<file path="src/rtl/median_line_buffer_pkg.sv">
// median_line_buffer_pkg: shared defaults, row fill states and counter-width helper.
package median_line_buffer_pkg;
  localparam int DEF_WIDTH = 32;
  localparam int DEF_LINE_LEN = 8;
  typedef enum logic [1:0] {FILL0, FILL1, LIVE} row_state_e;
  function automatic int clog2(input int v);
    int r = 0;
    while ((1 << r) < v) r++;
    return r;
  endfunction
endpackage

</file>
<file path="src/rtl/median_line_buffer_if.sv">
// median_line_buffer_if: pixel-in / row-triplet-out handshake bundle.
interface median_line_buffer_if #(parameter int WIDTH = median_line_buffer_pkg::DEF_WIDTH);
  logic flush, pix_valid, pix_ready, out_valid, out_ready;
  logic [WIDTH-1:0] pix_data, row0_data, row1_data, row2_data;
  modport master (output flush, pix_valid, pix_data, out_ready,
                  input pix_ready, out_valid, row0_data, row1_data, row2_data);
  modport slave (input flush, pix_valid, pix_data, out_ready,
                 output pix_ready, out_valid, row0_data, row1_data, row2_data);
endinterface

</file>
<file path="src/rtl/median_line_buffer_line_mem.sv">
// median_line_buffer_line_mem: one line of pixels, synchronous write, asynchronous read.
module median_line_buffer_line_mem #(
  parameter int WIDTH = 32,
  parameter int DEPTH = 8,
  parameter int AW = 3
) (
  input  logic clk,
  input  logic we,
  input  logic [AW-1:0] waddr,
  input  logic [AW-1:0] raddr,
  input  logic [WIDTH-1:0] wdata,
  output logic [WIDTH-1:0] rdata
);
  logic [WIDTH-1:0] mem [DEPTH];
  always_ff @(posedge clk) if (we) mem[waddr] <= wdata;
  assign rdata = mem[raddr];
endmodule

</file>
<file path="src/rtl/median_line_buffer.sv">
// median_line_buffer: turns a raster stream into column-aligned rows r-2, r-1, r.
module median_line_buffer
  import median_line_buffer_pkg::*;
#(
  parameter int WIDTH = DEF_WIDTH,
  parameter int LINE_LEN = DEF_LINE_LEN
) (
  input logic clk,
  input logic rst,
  median_line_buffer_if.slave bus
);
  localparam int CW = clog2(LINE_LEN);
  logic [CW-1:0] col, col_nxt;
  row_state_e row, row_nxt;
  logic acc, last, emit, out_valid;
  logic [WIDTH-1:0] a_q, b_q, r0, r1, r2;
  assign bus.pix_ready = !out_valid | bus.out_ready;
  assign bus.out_valid = out_valid;
  assign bus.row0_data = r0;
  assign bus.row1_data = r1;
  assign bus.row2_data = r2;
  // Flush wins over accept: the pixel offered in a flush cycle is dropped.
  always_comb begin
    acc = bus.pix_valid & bus.pix_ready & !bus.flush;
    last = col == CW'(LINE_LEN - 1);
    emit = acc & (row == LIVE);
    col_nxt = bus.flush ? '0 : acc ? (last ? '0 : col + 1'b1) : col;
    row_nxt = bus.flush ? FILL0 :
              (acc & last & (row == FILL0)) ? FILL1 :
              (acc & last & (row == FILL1)) ? LIVE : row;
  end
  always_ff @(posedge clk) begin
    if (rst) begin
      col <= '0;
      row <= FILL0;
    end else begin
      col <= col_nxt;
      row <= row_nxt;
    end
  end
  always_ff @(posedge clk) begin
    if (rst) begin
      out_valid <= 1'b0;
      r0 <= '0;
      r1 <= '0;
      r2 <= '0;
    end else begin
      out_valid <= !bus.flush & (emit | (out_valid & !bus.out_ready));
      if (emit) begin
        r0 <= a_q;
        r1 <= b_q;
        r2 <= bus.pix_data;
      end
    end
  end
  // A shifts down from B as B takes the new pixel, both reading before the write.
  median_line_buffer_line_mem #(.WIDTH(WIDTH), .DEPTH(LINE_LEN), .AW(CW)) mem_a (
    .clk(clk), .we(acc), .waddr(col), .raddr(col), .wdata(b_q), .rdata(a_q)
  );
  median_line_buffer_line_mem #(.WIDTH(WIDTH), .DEPTH(LINE_LEN), .AW(CW)) mem_b (
    .clk(clk), .we(acc), .waddr(col), .raddr(col), .wdata(bus.pix_data), .rdata(b_q)
  );
endmodule
</file>
<file path="src/flat_wrapper.sv">
// flat-port wrapper written by rule: the top's interface ports become plain ports
module median_line_buffer_flat import median_line_buffer_pkg::*;
#(
  parameter int WIDTH = DEF_WIDTH,
  parameter int LINE_LEN = DEF_LINE_LEN
)
  (clk, rst, bus_flush, bus_pix_valid, bus_pix_data, bus_out_ready, bus_pix_ready, bus_out_valid, bus_row0_data, bus_row1_data, bus_row2_data);
  median_line_buffer_if #(.WIDTH(WIDTH)) bus_i ();
  input logic clk;
  input logic rst;
  input wire logic [$bits(bus_i.flush)-1:0] bus_flush;
  input wire logic [$bits(bus_i.pix_valid)-1:0] bus_pix_valid;
  input wire logic [$bits(bus_i.pix_data)-1:0] bus_pix_data;
  input wire logic [$bits(bus_i.out_ready)-1:0] bus_out_ready;
  output wire logic [$bits(bus_i.pix_ready)-1:0] bus_pix_ready;
  output wire logic [$bits(bus_i.out_valid)-1:0] bus_out_valid;
  output wire logic [$bits(bus_i.row0_data)-1:0] bus_row0_data;
  output wire logic [$bits(bus_i.row1_data)-1:0] bus_row1_data;
  output wire logic [$bits(bus_i.row2_data)-1:0] bus_row2_data;
  assign bus_i.flush = bus_flush;
  assign bus_i.pix_valid = bus_pix_valid;
  assign bus_i.pix_data = bus_pix_data;
  assign bus_i.out_ready = bus_out_ready;
  assign bus_pix_ready = bus_i.pix_ready;
  assign bus_out_valid = bus_i.out_valid;
  assign bus_row0_data = bus_i.row0_data;
  assign bus_row1_data = bus_i.row1_data;
  assign bus_row2_data = bus_i.row2_data;
  median_line_buffer #(.WIDTH(WIDTH), .LINE_LEN(LINE_LEN)) u_core (.clk(clk), .rst(rst), .bus(bus_i));
endmodule
</file>
<file path="config.mk">
export PLATFORM = sky130hd
export DESIGN_NAME = median_line_buffer_flat
export DESIGN_NICKNAME = d
export VERILOG_FILES = /design/src/rtl/median_line_buffer_pkg.sv /design/src/rtl/median_line_buffer_if.sv /design/src/rtl/median_line_buffer_line_mem.sv /design/src/rtl/median_line_buffer.sv /design/src/flat_wrapper.sv
export SDC_FILE = /design/constraint.sdc
export NUM_CORES = 1
export LEC_CHECK = 0
export ABC_CLOCK_PERIOD_IN_PS = 9400
export CAP_MARGIN = 20
export CORE_UTILIZATION = 53
export DETAILED_ROUTE_END_ITERATION = 10
export PLACE_DENSITY = 0.75
export RECOVER_POWER = 25
export SYNTH_ARGS = -nofsm -noshare
export SYNTH_HDL_FRONTEND = slang
export SYNTH_SLANG_ARGS = --single-unit
export TNS_END_PERCENT = 30
</file>
<file path="constraint.sdc">
create_clock -name clk -period 9.4 [get_ports clk]
set_input_delay 2.35 -clock clk [delete_from_list [all_inputs] [get_ports clk]]
set_output_delay 2.35 -clock clk [all_outputs]
set_load 0.01 [all_outputs]
</file>
==> summary.txt, run 1 <==
Timing
  • RSZ-0062 raised after global routing: false
  • Slew @ Worst Pin: between 3 and 4 ns
  • Rel. slew slack: -148.8%
  • F_max: about 170 MHz
  • Final Cycle Share: roughly 63%
  • Fin. max-slew vios: 65
  • Final setup TNS: 0 ns
  • Fin. Hold Viols: 0
  • Fin crit period: roughly 6 ns
  • Final count of negative-setup-slack endpoints: 0
  • Clock skew: approximately 0.015 ns

Floorplan
  • IO Pins: 135
  • Core area: 0.04213 sq mm
  • Horiz. Die Dim: around 210 microns
  • Die area: ~0.044 sq mm
  • Initial Util: approximately 54%
  • Die height: 209.4 microns
  • Row cnt: 75

Cells and area
  • Area delta synth->final: 16.49%
  • Final net count: about 1300
  • Area of the multi-input gates: 0.004997 sq mm
  • Filler cell count: between 2000 and 3000
  • Register Area: approximately 0.017 sq mm
  • Layout cells sized above 1: approximately a fifth
  • Final instance area: ~0.027 sq mm
  • Post-Layout Cell Count: ~1800

Place
  • Area after DPL: about 0.025 sq mm
  • DP Wirelength: 22990 microns
  • Placer Congestion: just over 0.7
  • # port buffers: between 100 and 150
  • Placed insts: between 1500 and 2000

Pwr
  • Power density over the cells: between 200 and 250 mW/mm^2
  • Power share of the sequential group: between 50% and 60%
  • Sw frac: 19.17%
  • LEAKAGE: 0.008339 uW
  • Total Power: about 5400 uW
  • Psw: approximately 1000 uW
  • Cell Int Power: approximately 4400 uW
  • Clock power frac: about 42%
  • Power share of the combinational group: between 2 and 3%
  • Worst VDD drop: roughly 0.00014 V

Synth
  • Mapped Area: about 0.023 sq mm
  • #FFs+latches synth: ~600
  • Distinct cell type count after synthesis: 33
  • Mean post-synth cell area: approximately 21 sq um
  • Syn nets: ~1100
  • Post-synthesis sequential area ratio: approximately three quarters
  • Yosys warning total: 0
  • Syn Inst Count: 1073

Worst setup path
  • Reg2reg path depth: 4
  • Critical path class: in2out
  • Setup crit start: bus_out_ready
  • Arrival time worst endpoint: around 3.6 ns
  • Crit path launch type: input pin
  • Worst-path maximum fanout: 6
  • Reg2reg end: u_core.bus.row1_data[3]
  • Crit end category: output port
  • Setup crit end: bus_pix_ready
  • CP required: between 7 and 8 ns
  • R2r setup slk: 4.95 ns

GRT
  • GRT overflow: 0
  • GR Util All Layers: about a fifth
  • First-pass GRT wire length: between 60000 and 70000 microns
  • Pin count of the biggest net entering global routing: 65
  • Vias in the first global route: around 11000
  • Antenna violations before repair: 2

Clocking
  • Worst-path clk slew: around 0.060 ns
  • CTS Hold Bufs: 0
  • Htree depth: 2
  • Max Root-Sink Buffers: 3
  • Total CTS buffers: 58
  • Worst skew pair latency: about 0.60 ns
  • Clk root buf: clkbuf_16
  • CTS tree: built
  • Num Clock Sinks: slightly above 600
  • Post_cts resized: 0
  • Setup Buffers After CTS: 0

Worst hold path
  • Worst min path class: reg2reg
  • Hold_sp: u_core.bus.row2_data[31]

Routing
  • Wire per inst: 23.61 microns
  • Routed vias: around 11000
  • DRC Markers: 0
  • Avg Vias per Cell: between 5 and 6
  • Final ANT Viol Nets: 0
  • Iteration-0 DRC Markers: ~760
  • Drt pass-1 iters: 4
  • Final WL: ~43000 microns

Status
  • Status: finished with violations
  • Violated checks: capacitance limit, slew limit

Flow run
  • Maxcap violations: 1
[cell families after synthesis]
family / count (synthesis) / share of synthesized area, %
adders and majority gates: 2 / 0.1098
muxes: 192 / 16.45
AOI/OAI and AO/OA: 104 / 3.354
and+or+nand+nor: 92 / 1.729
buffers and inverters: 66 / 1.674
DFF: 617 / 76.68
[synth_stat cells]
cell | number | area, sq um
or3_1 | 1 | 6.260
nor4_1 | 1 | 6.260
or4_1 | 1 | 7.510
clkbuf_1 | 23 | 86.33
and4_1 | 1 | 8.760
o31ai_1 | 1 | 7.510
mux2_2 | 64 | 720.7
mux4_2 | 89 | 2004
nor3_1 | 5 | 25.02
ha_1 | 2 | 25.02
a31oi_1 | 1 | 6.260
edfxtp_1 | 512 | 15370
buf_6 | 6 | 67.56
nor2_1 | 4 | 15.01
nor2b_1 | 2 | 12.51
o21ai_0 | 1 | 5.000
nor2_2 | 1 | 6.260
buf_12 | 2 | 40.04
nand4_1 | 1 | 6.260
inv_1 | 4 | 15.01
buf_4 | 3 | 22.52
dfxtp_1 | 105 | 2102
buf_8 | 2 | 30.03
a22o_1 | 64 | 560.5
or2_2 | 1 | 6.260
buf_2 | 18 | 90.09
mux4_1 | 39 | 1025
nand3_1 | 3 | 15.01
a21oi_1 | 37 | 185.2
buf_1 | 8 | 30.03
nand2_1 | 68 | 255.2
nor2_4 | 1 | 11.26
nand2b_1 | 2 | 12.51
[cell type report]
cell class / instances / area share, %
Clock buffer: 80 / 6.009
Antenna cell: 2 / 0.01885
Timing Repair Buffer: 153 / 5.556
Sequential cell: 617 / 65.87
Clock inverter: 29 / 1.126
Inverter: 4 / 0.05655
Tap cell: 539 / 2.540
Multi-Input combinational cell: 390 / 18.82
[power by group through the flow]
stage / Combinational (uW) / Sequential [uW] / Clock (uW)
2_1_floorplan: 82.5 / 3040 / 0
3_3_place_gp: 134 / 3040 / 0
3_5_place_dp: 138 / 3040 / 0
4_1_cts: 139 / 2980 / 2340
5_1_grt: 144 / 2980 / 2450
6_report: 135 / 2980 / 2300
[state kept, by name (all words and copies together) (netlist names), named ones only]
| register | flops |
|---|---|
| u_core.mem_b.mem | 256 |
| u_core.col | 3 |
| u_core.mem_a.mem | 256 |
| u_core.row | 2 |
| u_core.bus.row0_data | 32 |
| u_core.bus.row1_data | 32 |
| u_core.bus.out_valid | 1 |
| u_core.bus.row2_data | 32 |
[through the flow]
step / hold WS [ns] / worst slack [ns] / util [%]
floorplan: 0.4653 / 1.598 / -
detailed placement: 0.4467 / 3.472 / 58.51
finish: 0.4529 / 3.458 / 63.01
global placement: 0.4416 / 3.497 / 58.51
global route: 0.4757 / 3.391 / 63.01
CTS: 0.4550 / 3.462 / 63.01
[worst max-delay path, cell delays in order]
cell	delay (ns)
clkdlybuf4s50_1	0.39
nor2b_1	0.19
inv_1	0.15
clkdlybuf4s50_1	0.51
[cell usage in the layout (no fill, tap or decap), types with 2 or more instances in the layout]
master and count:
nor2_4 5, clkinv_1 7, inv_1 4, clkinvlp_4 2, nor3_2 4, a22o_1 64
mux2_1 11, clkdlybuf4s50_1 105, mux4_1 39, dlygate4sd3_1 28, ha_1 2, nand2b_1 2
mux2_2 53, clkinv_2 12, clkbuf_16 59, nor2b_1 2, mux4_2 89, dfxtp_1 100
diode_2 2, clkbuf_8 4, nand2_1 68, nand3_1 3, a21oi_1 37, dfxtp_2 3
bufinv_16 6, clkbuf_1 18, buf_4 18, dfxtp_4 2, edfxtp_1 512
[worst min-delay path by stage]
stage                                     to  slack [ns]  depth (start not counted)
floorplan                      u_core.row[0]        0.47                          2
global placement     u_core.bus.row2_data[5]        0.44                          2
detailed placement  u_core.bus.row2_data[31]        0.45                          2
CTS                 u_core.bus.row2_data[31]        0.46                          2
global route        u_core.bus.row2_data[10]        0.48                          2
finish              u_core.bus.row2_data[31]        0.45                          2
[per-layer routing]
layer	track usage [%]	vias up	routed length, microns
li1	-	4732	-
met1	28.02	5540	18630
met2	31.95	279	20990
met3	3.247	61	1991
met4	7.657	0	1214
met5	0	-	0
No activity file was read; power rests on OpenSTA's default activity.
==> inputs of run 2 (changes only) <==
- ABC_CLOCK_PERIOD_IN_PS: 9400 -> 5900
- CORE_UTILIZATION: 53 -> 55
- clock period: 9.4 -> 5.9 ns (I/O delays scaled with it)
==> summary.txt, run 2 (synthesized netlist as in run 1, its figures left out) <==
Routing
  • Avg Vias per Cell: 5.961 (+1.9%)
  • Final ANT Viol Nets: 0 (unchanged)
  • Post-Route M1 WL: 18480 microns (-0.81%)
  • Drt pass-1 iters: 5 (+1)
  • Wire per inst: 24.28 microns (+2.9%)
  • Iteration-0 DRC Markers: 831 (+8.9%)
  • Top Metal Used: met4
  • Metal3 WL: 2996 microns (+50%)
  • Routed vias: 10810 (+1.8%)
  • Final WL: 44030 microns (+2.8%)
  • WL met2: 21700 microns (+3.3%)
  • DRC Markers: 0 (unchanged)

GRT
  • Vias in the first global route: 10950 (+0.67%)
  • First-pass GRT wire length: 66170 microns (+1.2%)
  • Antenna violations before repair: 1 (-1)
  • GRT overflow: 0 (unchanged)
  • GR Util All Layers: 21.52% (+1.5 points)
  • Pin count of the biggest net entering global routing: 65 (unchanged)

Place
  • Area after DPL: 0.02474 sq mm (+0.35%)
  • DP Wirelength: 23860 microns (+3.8%)
  • Placer Congestion: 0.7649 (+5.9%)
  • # port buffers: 134 (unchanged)
  • DP Worst Slack: 1.719 ns (-1.752 ns)

Worst setup path
  • Arrival time worst endpoint: 2.69 ns (-0.90 ns)
  • R2r setup slk: 2.23 ns (-2.72 ns)
  • Reg2reg path depth: 3 (-1)
  • Reg2reg end: u_core.bus.row1_data[2]
  • Crit end category: output port
  • Crit path launch type: input pin
  • CP required: 4.43 ns (-2.62 ns)
  • Critical path class: in2out
  • Worst-path maximum fanout: 6 (unchanged)
  • Setup crit start: bus_out_ready

Clocking
  • Max Root-Sink Buffers: 3 (unchanged)
  • Setup Buffers After CTS: 0 (unchanged)
  • Worst-path clk slew: 0.06 ns (about the same)
  • Post_cts resized: 0 (unchanged)
  • CTS Hold Bufs: 0 (unchanged)
  • Worst skew pair latency: 0.60 ns (about the same)
  • Total CTS buffers: 59 (+1.7%)
  • CTS tree: built
  • Clk root buf: clkbuf_16
  • Num Clock Sinks: 617 (unchanged)
  • Htree depth: 2 (unchanged)

Floorplan
  • Row cnt: 74 (-1.3%)
  • Die height: 205.6 microns (-1.8%)
  • Initial Util: 55.82% (+1.7 points)
  • IO Pins: 135 (unchanged)
  • Die area: 0.04226 sq mm (-3.6%)
  • Horiz. Die Dim: 205.6 microns (-1.8%)
  • Core area: 0.04083 sq mm (-3.1%)

Pwr
  • Total Power: 8754 uW (+62%)
  • Power density over the cells: 327.3 mW/mm^2 (+60%)
  • Worst VDD drop: 0.0002212 V (+55%)
  • LEAKAGE: 0.008428 uW (+1.1%)

Cells and area
  • Final instance area: 0.02674 sq mm (+0.74%)
  • Area delta synth->final: 17.34%
  • Most frequent cells in the layout: 512 x edfxtp_1, 101 x dfxtp_1, 101 x clkdlybuf4s50_1
  • Layout cells sized above 1: 21.64% (+0.98 points)
  • Most common cell after layout, fill and taps aside: edfxtp_1
  • Filler cell count: 2597 (-6.4%)
  • Final net count: 1269 (+0.48%)
  • Top Registers: u_core.mem_a.mem x256, u_core.mem_b.mem x256

Flow run
  • Maxcap violations: 1 (unchanged)

Timing
  • Final count of negative-setup-slack endpoints: 0 (unchanged)
  • Hold slack: 0.4556 ns (+0.002751 ns)
  • Final setup TNS: 0 ns (unchanged)
  • Final Cycle Share: a little over two thirds
  • Slew @ Worst Pin: 2.893 ns (-0.8392 ns)
  • Fin. Hold Viols: 0 (unchanged)
  • Rel. slew slack: -92.87% (+56 points)
  • RSZ-0062 raised after global routing: false
  • Setup ws final: 1.731 ns (-1.728 ns)
  • Clock skew: 0.01390 ns (-0.001109 ns)
  • Fin crit period: about 4.2 ns
  • Fin. max-slew vios: 65 (unchanged)
  • F_max: around 240 MHz

Worst hold path
  • Hold EP: u_core.bus.row2_data[20]
  • WHS Path Cells: 2 (unchanged)
  • Worst min path class: reg2reg
  • Hold_sp: u_core.bus.row2_data[20]

Status
  • Violated checks: capacitance limit, slew limit
  • Status: finished with violations
-- run 2: cell count changes in the layout (fill, tap and decap cells not counted), sizes merged, moves of 3 or more --
cell and delta:
clkbuf +10, clkinv -6, buf +4, clkdlybuf4s50 -4, dlygate4sd3 +4, bufinv -3
-- run 2: worst max-delay path: stages --
cell and delay (ns):
clkdlybuf4s50_1 0.40, nor2b_1 0.19, inv_1 0.13, clkdlybuf4s50_1 0.50
-- run 2: cell type report --
cell class | instances | area (sq um) | area share (%)
clock inverter | 22 | 197.7 | 0.7392
tap | 532 | 665.6 | 2.489
clock buffer | 89 | 1794 | 6.709
inverter | 4 | 15.01 | 0.05614
multi-input combinational | 390 | 4996 | 18.68
timing repair buffer | 158 | 1587 | 5.932
antenna | 1 | 2.502 | 0.009357
sequential | 617 | 17490 | 65.38
-- run 2: worst max path at each step --
stage | end | slack [ns] | cells past startpoint
after floorplan | u_core.mem_a.mem[4][0] | -1.03 | 4
after global placement | u_core.mem_a.mem[3][18] | 1.73 | 6
after detailed placement | u_core.mem_a.mem[3][9] | 1.72 | 6
after CTS | bus_pix_ready | 1.74 | 4
after global routing | bus_pix_ready | 1.63 | 4
final | bus_pix_ready | 1.73 | 4
-- run 2: per-stage QoR --
step,util (%),std cells
finish,65.50,1813
global route,65.50,1813
CTS,65.47,1811
detailed placement,60.59,1700
global placement,60.59,1700
floorplan,-,1073
-- run 2: layer usage --
metal  global-route usage, %  vias to the layer above
met5                       0                        -
met4                   6.138                        0
met3                   4.292                       62
met2                   34.54                      389
met1                   30.29                     5601
li1                        -                     4756
-- run 2: power breakdown --
part	internal [uW]	switching (uW)	leakage, uW
Sequential	4740	12.7	0.00547
Clock	2230	1550	0.000976
Combinational	86.2	131	0.00198
Total	7060	1700	0.00843
